File: src/rtl/rv4028_bus_bridge.sv
// Bridge from the 32-bit FemtoRV32 memory port to the narrow RV4028 external bus.
// Splits accesses into BUS_W beats, serves on-chip ROM reads and handles busrq/busack release.
module rv4028_bus_bridge #(
  parameter int         BUS_W    = 16,
  parameter logic [7:0] ROM_BASE = 8'h08,
  parameter int         ROM_AW   = 12
) (
  input  logic               clk,
  input  logic               rst,
  input  logic [31:0]        cpu_addr,
  input  logic [31:0]        cpu_wdata,
  input  logic [3:0]         cpu_mask,
  input  logic               cpu_half,
  input  logic               cpu_rstrb,
  input  logic               cpu_wstrb,
  output logic [31:0]        cpu_rdata,
  output logic               cpu_rbusy,
  output logic               cpu_wbusy,
  output logic [31:0]        bus_addr,
  output logic               bus_rd_n,
  output logic               bus_wr_n,
  output logic [BUS_W/8-1:0] bus_msk_n,
  output logic               bus_mreq_n,
  output logic               bus_iorq_n,
  input  logic               bus_wait_n,
  input  logic               bus_rq_n,
  output logic               bus_ack_n,
  input  logic [BUS_W-1:0]   bus_din,
  output logic [BUS_W-1:0]   bus_dout,
  output logic               bus_oe,
  output logic [ROM_AW-1:0]  rom_addr,
  input  logic [BUS_W-1:0]   rom_data
);
  localparam int BB = BUS_W / 8;
  localparam int NB = 32 / BUS_W;
  localparam int LB = $clog2(BB);
  localparam int BW = (NB > 1) ? $clog2(NB) : 1;

  typedef logic [NB-1:0][BB-1:0] lanes_t;
  typedef enum logic [1:0] {IDLE, ADDR, DATA, REL} state_t;

  state_t                      state;
  logic [31:2]                 acc_word;
  logic [NB-1:0][BUS_W-1:0]    acc_wdata;
  lanes_t                      acc_lanes;
  logic                        acc_wr, acc_rom, pend, wait_r;
  logic [BW-1:0]               beat;

  logic                        req, st_wr, st_rom, iss_sel, iss_wr, iss_rom, iss_ok, done;
  logic [31:2]                 st_word, iss_word;
  lanes_t                      req_lanes, st_lanes, iss_lanes;
  logic [BW-1:0]               iss_idx;
  logic [1:0]                  iss_off;
  logic [BUS_W-1:0]            rd_src;
  int                          iss_from;
  logic                        unused;

  // Lowest beat index at or above 'from' whose lanes are non-zero.
  function automatic logic [BW:0] find_beat(input lanes_t ln, input int from);
    logic [BW:0] r;
    r = '0;
    for (int b = NB - 1; b >= 0; b--)
      if (b >= from && ln[b] != '0) r = {1'b1, BW'(b)};
    return r;
  endfunction

  assign unused   = cpu_addr[0];
  assign rom_addr = bus_addr[ROM_AW+LB-1:LB];

  always_comb begin
    req       = cpu_rstrb | cpu_wstrb;
    req_lanes = cpu_wstrb ? cpu_mask : (cpu_half ? (cpu_addr[1] ? 4'b1100 : 4'b0011) : 4'b1111);
    // A pending access (captured during release) takes precedence over live inputs.
    st_word   = pend ? acc_word  : cpu_addr[31:2];
    st_lanes  = pend ? acc_lanes : req_lanes;
    st_wr     = pend ? acc_wr    : cpu_wstrb;
    st_rom    = !st_wr && st_word[31:24] == ROM_BASE;
    iss_sel   = (state == IDLE);
    iss_word  = iss_sel ? st_word  : acc_word;
    iss_lanes = iss_sel ? st_lanes : acc_lanes;
    iss_wr    = iss_sel ? st_wr    : acc_wr;
    iss_rom   = iss_sel ? st_rom   : acc_rom;
    iss_from  = iss_sel ? 0 : int'(beat) + 1;
    {iss_ok, iss_idx} = find_beat(iss_lanes, iss_from);
    iss_off   = 2'(int'(iss_idx) * BB);
    done      = acc_rom | wait_r;
    rd_src    = acc_rom ? rom_data : bus_din;
    cpu_rbusy = cpu_rstrb | ((state == ADDR || state == DATA) && !acc_wr) | (pend && !acc_wr);
    cpu_wbusy = cpu_wstrb | ((state == ADDR || state == DATA) &&  acc_wr) | (pend &&  acc_wr);
  end

  always_ff @(posedge clk) begin
    if (rst) begin
      state      <= IDLE;
      pend       <= 1'b0;
      wait_r     <= 1'b1;
      bus_ack_n  <= 1'b1;
      bus_rd_n   <= 1'b1;
      bus_wr_n   <= 1'b1;
      bus_mreq_n <= 1'b1;
      bus_iorq_n <= 1'b1;
      bus_oe     <= 1'b0;
      cpu_rdata  <= '0;
      bus_addr   <= '0;
      bus_msk_n  <= '1;
      bus_dout   <= '0;
      acc_word   <= '0;
      acc_wdata  <= '0;
      acc_lanes  <= '0;
      acc_wr     <= 1'b0;
      acc_rom    <= 1'b0;
      beat       <= '0;
    end else begin
      wait_r <= bus_wait_n;
      case (state)
        IDLE: begin
          if (pend || req) begin
            pend      <= 1'b0;
            acc_word  <= st_word;
            acc_lanes <= st_lanes;
            acc_wr    <= st_wr;
            acc_rom   <= st_rom;
            if (!pend) acc_wdata <= cpu_wdata;
            if (!st_wr) cpu_rdata <= '0;
          end else if (!bus_rq_n) begin
            state     <= REL;
            bus_ack_n <= 1'b0;
          end
        end
        ADDR: begin
          state    <= DATA;
          bus_oe   <= acc_wr;
          bus_dout <= acc_wdata[beat];
        end
        DATA: begin
          if (done) begin
            for (int b = 0; b < NB; b++)
              for (int i = 0; i < BB; i++)
                if (!acc_wr && b == int'(beat) && acc_lanes[b][i])
                  cpu_rdata[(b*BB+i)*8 +: 8] <= rd_src[i*8 +: 8];
            if (!iss_ok) begin
              state      <= IDLE;
              bus_rd_n   <= 1'b1;
              bus_wr_n   <= 1'b1;
              bus_mreq_n <= 1'b1;
              bus_iorq_n <= 1'b1;
              bus_oe     <= 1'b0;
            end
          end
        end
        REL: begin
          if (req) begin
            pend      <= 1'b1;
            acc_word  <= cpu_addr[31:2];
            acc_wdata <= cpu_wdata;
            acc_lanes <= req_lanes;
            acc_wr    <= cpu_wstrb;
          end
          if (bus_rq_n) begin
            state     <= IDLE;
            bus_ack_n <= 1'b1;
          end
        end
        default: state <= IDLE;
      endcase
      // Beat issue, shared by access start and beat-to-beat advance.
      if (iss_ok && ((state == IDLE && (pend || req)) || (state == DATA && done))) begin
        state      <= ADDR;
        beat       <= iss_idx;
        bus_addr   <= {iss_word, iss_off};
        bus_msk_n  <= ~iss_lanes[iss_idx];
        bus_mreq_n <= 1'b0;
        bus_iorq_n <= ~iss_word[31];
        bus_rd_n   <= iss_wr | iss_rom;
        bus_wr_n   <= ~iss_wr;
        bus_oe     <= 1'b0;
      end
    end
  end
endmodule

File: config.mk
export PLATFORM = sky130hd
export DESIGN_NAME = rv4028_bus_bridge
export DESIGN_NICKNAME = d
export VERILOG_FILES = /design/src/rtl/rv4028_bus_bridge.sv
export SDC_FILE = /design/constraint.sdc
export NUM_CORES = 1
export LEC_CHECK = 0
export BUFFER_PORTS_ARGS = -buffer_cell sky130_fd_sc_hd__buf_4
export CELL_PAD_IN_SITES_DETAIL_PLACEMENT = 0
export CELL_PAD_IN_SITES_GLOBAL_PLACEMENT = 2
export CORE_MARGIN = 8
export CORE_UTILIZATION = 27
export CTS_CLUSTER_DIAMETER = 40
export CTS_CLUSTER_SIZE = 25
export DETAILED_ROUTE_END_ITERATION = 7
export GPL_TIMING_DRIVEN = 0
export PLACE_DENSITY_LB_ADDON = 0.1
export SLEW_MARGIN = 20
export SYNTH_ARGS = -nofsm -noshare
export SYNTH_HDL_FRONTEND = slang
export SYNTH_SLANG_ARGS = --single-unit
File: constraint.sdc
create_clock -name clk -period 2.4 [get_ports clk]
set_input_delay 0.36 -clock clk [delete_from_list [all_inputs] [get_ports clk]]
set_output_delay 0.36 -clock clk [all_outputs]
set_load 0.05 [all_outputs]
==> results of run 1 <==
==> placed cells by master, fill, tap and decap left out, types with 3 or more instances in the layout <==
| master | Yosys | layout |
|---|---|---|
| a211oi_1 | 18 | 17 |
| a21oi_1 | 78 | 78 |
| a311oi_2 | 29 | 29 |
| a32oi_1 | 3 | 3 |
| buf_1 | 4 | 3 |
| buf_2 | 11 | 3 |
| buf_4 | 15 | 224 |
| buf_6 | 5 | 9 |
| clkbuf_1 | 44 | 33 |
| clkbuf_16 | 0 | 17 |
| clkbuf_2 | 0 | 10 |
| dfxtp_1 | 159 | 157 |
| ha_1 | 4 | 4 |
| inv_1 | 11 | 11 |
| inv_6 | 0 | 5 |
| inv_8 | 0 | 3 |
| mux2i_1 | 64 | 64 |
| nand2_1 | 199 | 198 |
| nand2_2 | 4 | 4 |
| nand2b_1 | 6 | 5 |
| nor2_1 | 62 | 62 |
| nor2b_1 | 25 | 25 |
| nor3_1 | 37 | 36 |
| nor4_1 | 4 | 3 |
| o21ai_0 | 6 | 6 |
| o21bai_1 | 4 | 3 |
| o31ai_1 | 7 | 6 |
| o32ai_1 | 3 | 3 |
==> how the worst max path moves through the flow <==
stage | from | end | slack [ps] | cells after the start
after floorplan | state[0]$_SDFFE_PP0P_ | bus_addr[12]$_SDFFE_PP0P_ | 180 | 10
after global placement | state[0]$_SDFFE_PP0P_ | bus_addr[22]$_SDFFE_PP0P_ | -540 | 10
after detailed placement | state[0]$_SDFFE_PP0P_ | bus_addr[26]$_SDFFE_PP0P_ | -480 | 10
after CTS | state[1]$_SDFFE_PP0P_ | state[1]$_SDFFE_PP0P_ | 30 | 9
after global routing | state[1]$_SDFFE_PP0P_ | state[1]$_SDFFE_PP0P_ | 2 | 9
final | state[0]$_SDFFE_PP0P_ | state[1]$_SDFFE_PP0P_ | 140 | 9
==> flip-flops by register name (all words and copies together), names as in the netlist, 2 cells and up <==
| register | count |
|---|---|
| acc_lanes | 4 |
| acc_wdata | 32 |
| acc_word | 30 |
| bus_addr | 31 |
| bus_dout | 16 |
| bus_msk_n | 2 |
| cpu_rdata | 32 |
| state | 2 |
==> worst max-delay path: cells and delay by family (launching register included) <==
kind	cells	cell delay, ps
AOI/OAI and AO/OA	3	880
buffers and inverters	3	470
DFF	1	360
adders and majority gates	1	200
and+or+nand+nor	2	240
==> cell families (layout without fill, tap and decap cells) <==
kind of cell               after synthesis  count (layout)
AOI/OAI and AO/OA                      172             172
DFF                                    159             159
muxes                                   65              65
adders and majority gates                4               4
other                                    1               1
buffers and inverters                   90             326
and+or+nand+nor                        351             351
==> power groups by stage <==
stage	registers, mW	logic (mW)	clock network (mW)
finish	3.83	8.41	2.61
global route	3.93	9.16	2.81
CTS	3.83	8.35	2.71
detailed placement	3.89	8.18	0
global placement	3.89	8.23	0
floorplan	5.01	4.59	0
==> area by class of cell <==
type | instances | area [µm²]
Tap cell | 335 | 419
Clock buffer | 18 | 429
Sequential cell | 159 | 3190
Multi-Input combinational cell | 593 | 3650
Timing Repair Buffer | 205 | 1540
Buffer | 78 | 455
Inverter | 11 | 41.3
Fill cell | 2831 | 16300
Clock inverter | 14 | 120
==> what timing repair did <==
action / CTS / global route
gates resized for setup: 20 / 34
endpoints found under the setup margin: 79 / 102
pin swaps: 0 / 4
buffers inserted: 0 / 1
==> per-layer routing <==
layer | wire length, µm | global-route usage
met4 | 159 | 0.0326
met3 | 1800 | 0.0428
met5 | 0 | 0
met2 | 12000 | 0.260
met1 | 11500 | 0.207
==> stage by stage <==
step / worst slack [ps] / utilization / total power, mW / hold WS (ps) / instance area, µm²
floorplan: 177 / - / 9.60 / 436 / 7200
global placement: -544 / 0.350 / 12.1 / 442 / 9150
detailed placement: -482 / 0.350 / 12.1 / 446 / 9150
CTS: 30.9 / 0.373 / 14.9 / 105 / 9760
global route: 1.62 / 0.377 / 15.9 / 110 / 9840
finish: 144 / 0.377 / 14.8 / 120 / 9840
==> impl_metrics.toml, run 1 <==
[logic_synthesis]
synth_top_area_share = 0.442
yosysMostFrequentCell = "nand2_1"
synth_simple_gate_area_frac = 0.210
syn_nets = 953
synth_common_cells = "nand2_1, dfxtp_1, a21oi_1"
ys_types = 53
yosysWarnings = 0
async_flop_share = 0
synthFlopType = "dfxtp_1"
synth_top_family_by_area = "simple AND/OR/NAND/NOR gates"
synth_compound_area_frac = 0.188
synth_xor_area_frac = 0
synthCells = 842
synthAdderAreaFrac = 0.00695
yosys-top-cells-area = "dfxtp_1, nand2_1, mux2i_1"
synth_edf_count = 0
synth_top_area_cell = "dfxtp_1"
syn-mean-instance-area_um2 = 8.55
synthMuxAreaShare = 0.0906
synth_seq_cells = 159
synth_seq_area_share = 0.442
netlist_area_um2 = 7200

[grt]
track_usage = 0.159
first_global_vias = 6829
antenna_found_initial = 0
grt-ovfl-total = 0
grt_pass1_wl_mm = 39.5
grt_max_degree = 17

[timing]
setup_viol = 0
slew_viol_final = 0
worst_pin_slew_ps = 848
fin_tns_setup_ps = 0
period_needed_ps = 2260
finalHoldViolations = 0
max_slew_margin = 0.433
rsz0062_at_grt = "false"
period_share = 0.940
clock_skew_ps = 12.9
timing.fmax_ghz = 0.443

[pwr]
p_leak_nw = 4.12
p_sw_mw = 7.23
vdd_drop_max_mv = 0.718
switching_share = 0.487
power_density_nw_per_um2 = 1510
p_int_mw = 7.62
p_clk_frac = 0.176
p_seq_frac = 0.258
power_frac_comb = 0.566

[die]
start_util = 0.275
die_x_um = 179
pin_count = 209
die_height_um = 179
dieArea_um2 = 32100
coreArea_um2 = 26100
core.rowCount = 59

[finish]
area_growth_pct = 36.7
final_cells = 1413
diodes = 0
final_nets = 1176
drive_above_1_share = 0.311

[hold_path]
holdCritStartpoint = "bus_wait_n"
hold_path.class = "primary input to register"
min_to = "wait_r$_SDFF_PP1_"
whs_path_depth = 2

[worst_setup_path]
worstPathMaxFanout = 10
crit-reg2reg-launch = "state[0]$_SDFFE_PP0P_"
arrival_ps = 2570
critPathRequiredTime_ps = 2710
startpoint_type = "register"
crit_type = "register to register"
max_stage_delay_ps = 360
worst-r2r-cell-count = 9
slowest_stage = "dfxtp_2"
path_cells = "inv_1 > ha_1 > clkbuf_4 > nor2b_1 > buf_4 > o32ai_1 > nor4_2 > o21a_1 > a2111oi_2"
r2r_setup_slack_ps = 140
end_kind = "register"
r2r-end = "state[1]$_SDFFE_PP0P_"

[run_status]
outcome = "finished, final reports clean"

[routing]
drt_wl_total_mm = 25.5
wl_per_cell_um = 18.0
dr.first_iter.drc_count = 275
vias = 6567
firstDrtPassIters = 4
vias_per_cell = 4.65
drc = 0
ant_nets = 0

[place]
dp_hpwl_mm = 19.2
portBuffers = 204
gp_congestion = 0.751
placed_cells = 1381

[run]
max-cap-violations = 0

[clocking]
clkSinkCount = 159
cts-root-buf = "clkbuf_16"
htree_num_levels = 4
clk_latency_ps = 430
clockBufferDepth = 2
hold_buffers = 0
path_clk_slew_ps = 70
cts_tree = "done"
numCtsBuffers = 17
Power figures use the tool's default switching activity.
==> run 2, diff against run 1 <==
Settings changed: MAX_ROUTING_LAYER from default to met4.
==> run 2 against run 1 <==
Critical path depth stayed put. Die area stayed put. Routed wire length is 0.28% higher. First-iteration DRC count is 6.9% higher. Clock-buffer cell count stayed put. Final cell count stayed put. Non-clock buffer count stayed put. Sequential share of layout area stayed put. Largest cell class unchanged. Largest power group unchanged. Highest routed layer unchanged.
==> impl_metrics.toml, run 2 (synthesis gave the netlist of run 1 again) <==
[timing]
period_share = 0.940
period_needed_ps = 2250
fin_tns_setup_ps = 0
slew_viol_final = 0
finalHoldViolations = 0
setup_viol = 0
hold_slack_ps = 122
max_slew_margin = 0.433
worst_pin_slew_ps = 848
timing.fmax_ghz = 0.443
setup_ws_ps = 145
rsz0062_at_grt = "false"
clock_skew_ps = 13.1

[die]
die_height_um = 179
pin_count = 209
coreArea_um2 = 26100
dieArea_um2 = 32100
core.rowCount = 59
die_x_um = 179
start_util = 0.275

[worst_setup_path]
path_cells = "inv_1 > ha_1 > clkbuf_4 > nor2b_1 > buf_4 > o32ai_1 > nor4_2 > o21a_1 > a2111oi_2"
crit_type = "register to register"
crit-reg2reg-launch = "state[0]$_SDFFE_PP0P_"
critPathRequiredTime_ps = 2710
max_stage_delay_ps = 360
r2r-end = "state[1]$_SDFFE_PP0P_"
r2r_setup_slack_ps = 150
worst-r2r-cell-count = 9
arrival_ps = 2560
startpoint_type = "register"
worstPathMaxFanout = 10
slowest_stage = "dfxtp_2"
end_kind = "register"
critPathBufInv = 3
crit_family = "compound AO/OA/AOI/OAI gates"

[hold_path]
holdCritStartpoint = "bus_wait_n"
hold_path.class = "primary input to register"
whs_path_depth = 2
min_to = "wait_r$_SDFF_PP1_"

[routing]
dr.first_iter.drc_count = 294
firstDrtPassIters = 4
wl_per_cell_um = 18.1
vias_per_cell = 4.65
drc = 0
ant_nets = 0
drt_wl_total_mm = 25.6
vias = 6571

[finish]
final_cells = 1413
final_cell_mix = "buf_4, nand2_1, dfxtp_1"
final_cell_area_um2 = 9840
top_regs = "acc_wdata: 32 flops, cpu_rdata: 32 flops, bus_addr: 31 flops"
mostFrequentLayoutCell = "buf_4"
final_nets = 1176
diodes = 0
area_growth_pct = 36.7
n_fill_cell = 2831
drive_above_1_share = 0.311

[clocking]
path_clk_slew_ps = 70
clk_latency_ps = 430
cts_tree = "done"
htree_num_levels = 4
hold_buffers = 0
cts-root-buf = "clkbuf_16"
clkSinkCount = 159
numCtsBuffers = 17
clockBufferDepth = 2

[place]
placed_cells = 1381
dp_hpwl_mm = 19.2
portBuffers = 204
gp_congestion = 0.760
pre_cts_ws_ps = -482
dpl-instance-area_um2 = 9150

[grt]
grt_max_degree = 17
antenna_found_initial = 0
grt-ovfl-total = 0
grt_pass1_wl_mm = 39.4
first_global_vias = 6845
track_usage = 0.164

[pwr]
power_density_nw_per_um2 = 1510
vdd_drop_max_mv = 0.717
p_leak_nw = 4.12

[run]
max-cap-violations = 0

[run_status]
outcome = "finished, final reports clean"
[run 2: cell counts in the layout (fill, tap and decap cells not counted)]
Identical to the previous run, type by type.
[run 2: area by class of cell]
| type | instances | area (µm²) | area share |
|---|---|---|---|
| well taps | 335 | 419 | 0.0426 |
| repair buffers | 205 | 1540 | 0.156 |
| plain buffers | 78 | 455 | 0.0463 |
| multi-input cells | 593 | 3650 | 0.371 |
| flip-flops and latches | 159 | 3190 | 0.324 |
| inverters | 11 | 41.3 | 0.00420 |
| clock buffers | 18 | 429 | 0.0436 |
| clock inverters | 14 | 120 | 0.0122 |
[run 2: through the flow]
step                 util  total power [mW]
finish              0.377              14.9
global route        0.377              15.9
CTS                 0.373              14.9
detailed placement  0.350              12.1
global placement    0.350              12.1
floorplan               -              9.60
[run 2: worst register-to-register path: stages (launching register included)]
cell	delay [ps]
dfxtp_2	360
inv_1	80
ha_1	190
clkbuf_4	200
nor2b_1	150
buf_4	200
o32ai_1	350
nor4_2	90
o21a_1	210
a2111oi_2	320
[run 2: timing repair]
item	4_1_cts	5_1_grt
setup buffers	0	1
gates resized for setup	20	34
endpoints found under the setup margin	79	102
gates cloned	0	0
endpoints found under the hold margin	0	0
pin swaps	0	4
[run 2: worst max-delay path by stage]
stage	cells after the start	startpoint	end
6_report	9	state[0]$_SDFFE_PP0P_	state[1]$_SDFFE_PP0P_
5_1_grt	9	state[1]$_SDFFE_PP0P_	state[1]$_SDFFE_PP0P_
4_1_cts	9	state[1]$_SDFFE_PP0P_	state[1]$_SDFFE_PP0P_
3_5_place_dp	10	state[0]$_SDFFE_PP0P_	bus_addr[26]$_SDFFE_PP0P_
3_3_place_gp	10	state[0]$_SDFFE_PP0P_	bus_addr[22]$_SDFFE_PP0P_
2_1_floorplan	10	state[0]$_SDFFE_PP0P_	bus_addr[12]$_SDFFE_PP0P_
[run 2: routing by layer]
| layer | vias to the layer above | global-route usage | wire (µm) |
|---|---|---|---|
| met5 | - | - | 0 |
| met4 | 0 | 0.0326 | 189 |
| met3 | 13 | 0.0358 | 1690 |
| met2 | 156 | 0.260 | 11900 |
| met1 | 3047 | 0.211 | 11700 |
| li1 | 3355 | - | - |
[run 2: where the power goes]
part | leakage (nW) | switching, mW | internal [mW]
clock network | 0.268 | 1.25 | 1.36
logic | 2.54 | 5.52 | 2.90
registers | 1.31 | 0.468 | 3.36
==> run 3, diff against run 2 <==
Clock period 2.4 ns to 1.9 ns, I/O delays scaled along.
==> run 3 against run 2 <==
The run now ends with negative setup slack left. Hold slack worse by 80 ps. Maximum frequency is 12% higher. Die area stayed put. Sequential power is 27% higher. Core utilization is 3.7 points higher. Global-route usage is 0.33 points higher. Cell area is 9.8% higher. Non-clock buffer count is 35 higher. Combinational power is 59% higher. Clock-buffer cell count stayed put. Setup slack worse by 260 ps. Register-to-register slack worse by 260 ps.
==> impl_metrics.toml, run 3 (synthesis gave the netlist of run 1 again) <==
[finish]
diodes = 0
n_fill_cell = 2696
fin_util = 0.413
area_growth_pct = 50.1
final_cells = 1448
final_cell_mix = "buf_4, nand2_1, dfxtp_1"
mostFrequentLayoutCell = "buf_4"
final_cell_area_um2 = 10800
top_regs = "acc_wdata: 32 flops, cpu_rdata: 32 flops, bus_addr: 31 flops"
drive_above_1_share = 0.377
final_nets = 1211

[place]
placed_cells = 1381
portBuffers = 204
pre_cts_ws_ps = -473
gp_congestion = 0.782
dp_hpwl_mm = 19.3
dpl-instance-area_um2 = 9250

[routing]
drt_wl_total_mm = 26.0
drc = 0
dr.first_iter.drc_count = 332
vias = 6642
vias_per_cell = 4.59
wl_per_cell_um = 18.0
ant_nets = 0
firstDrtPassIters = 4

[grt]
track_usage = 0.167
grt_pass1_wl_mm = 40.2
first_global_vias = 6942
antenna_found_initial = 0
grt-ovfl-total = 0
grt_max_degree = 20

[die]
dieArea_um2 = 32100
die_height_um = 179
coreArea_um2 = 26100
die_x_um = 179
core.rowCount = 59
start_util = 0.275
pin_count = 209

[pwr]
power_density_nw_per_um2 = 2040
p_leak_nw = 4.52
vdd_drop_max_mv = 0.780
total_power_mw = 22.0

[worst_setup_path]
slowest_stage = "dfxtp_2"
crit_family = "buffers and inverters"
startpoint_type = "register"
critPathBufInv = 5
arrival_ps = 2350
crit_type = "register to register"
max_stage_delay_ps = 330
path_cells = "inv_2 > ha_4 > nor2b_4 > buf_6 > nor3_4 > buf_6 > o21ai_4 > nand2_8 > buf_12 > buf_12 > a311oi_2"
worstPathMaxFanout = 7
end_kind = "register"
critPathRequiredTime_ps = 2230

[clocking]
hold_buffers = 0
clockBufferDepth = 2
clkSinkCount = 159
htree_num_levels = 4
cts_tree = "done"
cts-root-buf = "clkbuf_16"
clk_latency_ps = 430
path_clk_slew_ps = 70
numCtsBuffers = 17

[timing]
fin_tns_setup_ps = -1900
setup_viol = 35
period_needed_ps = 2020
period_share = 1.06
max_slew_margin = 0.496
hold_slack_ps = 41.9
clock_skew_ps = 14.7
slew_viol_final = 0
worst_pin_slew_ps = 756
timing.fmax_ghz = 0.496
rsz0062_at_grt = "true"
finalHoldViolations = 0
setup_ws_ps = -116

[run_status]
outcome = "finished with violations"
violations = "negative setup slack"

[run]
max-cap-violations = 0

[hold_path]
hold_path.class = "primary input to register"
-- run 3: path summary, 6_finish.rpt --
kind                        startpoint  slack (ps)  depth (start not counted)                         to
max reg2reg      state[1]$_SDFFE_PP0P_        -120                         11  bus_addr[20]$_SDFFE_PP0P_
min reg2reg  acc_wdata[4]$_SDFFE_PP0P_         450                          2  acc_wdata[4]$_SDFFE_PP0P_
min                         bus_wait_n          40                          2          wait_r$_SDFF_PP1_
max              state[1]$_SDFFE_PP0P_        -120                         11  bus_addr[20]$_SDFFE_PP0P_
-- run 3: cell type report --
cell class	count	area (µm²)	area share
buffer	76	536	0.0496
clock buffer	18	439	0.0407
clock inverter	14	195	0.0181
inverter	11	41.3	0.00382
multi-input combinational	593	3970	0.368
sequential	159	3190	0.295
tap	335	419	0.0388
timing repair buffer	242	2010	0.186
-- run 3: layer usage --
metal  wire [µm]  GRT usage  vias to the layer above
met4         162     0.0333                        0
li1            -          -                     3415
met1       12200      0.213                     3092
met3        1430     0.0394                       10
met5           0          -                        -
met2       12200      0.266                      125
-- run 3: power by group --
part / switching [mW] / internal, mW
Combinational: 7.77 / 5.65
Clock: 1.59 / 2.16
Sequential: 0.612 / 4.25
-- run 3: repair_timing --
item	CTS	global route
cloned	4	1
pin swaps	36	10
setup buffers	26	7
resized for setup	95	42
setup endpoints to repair	151	136
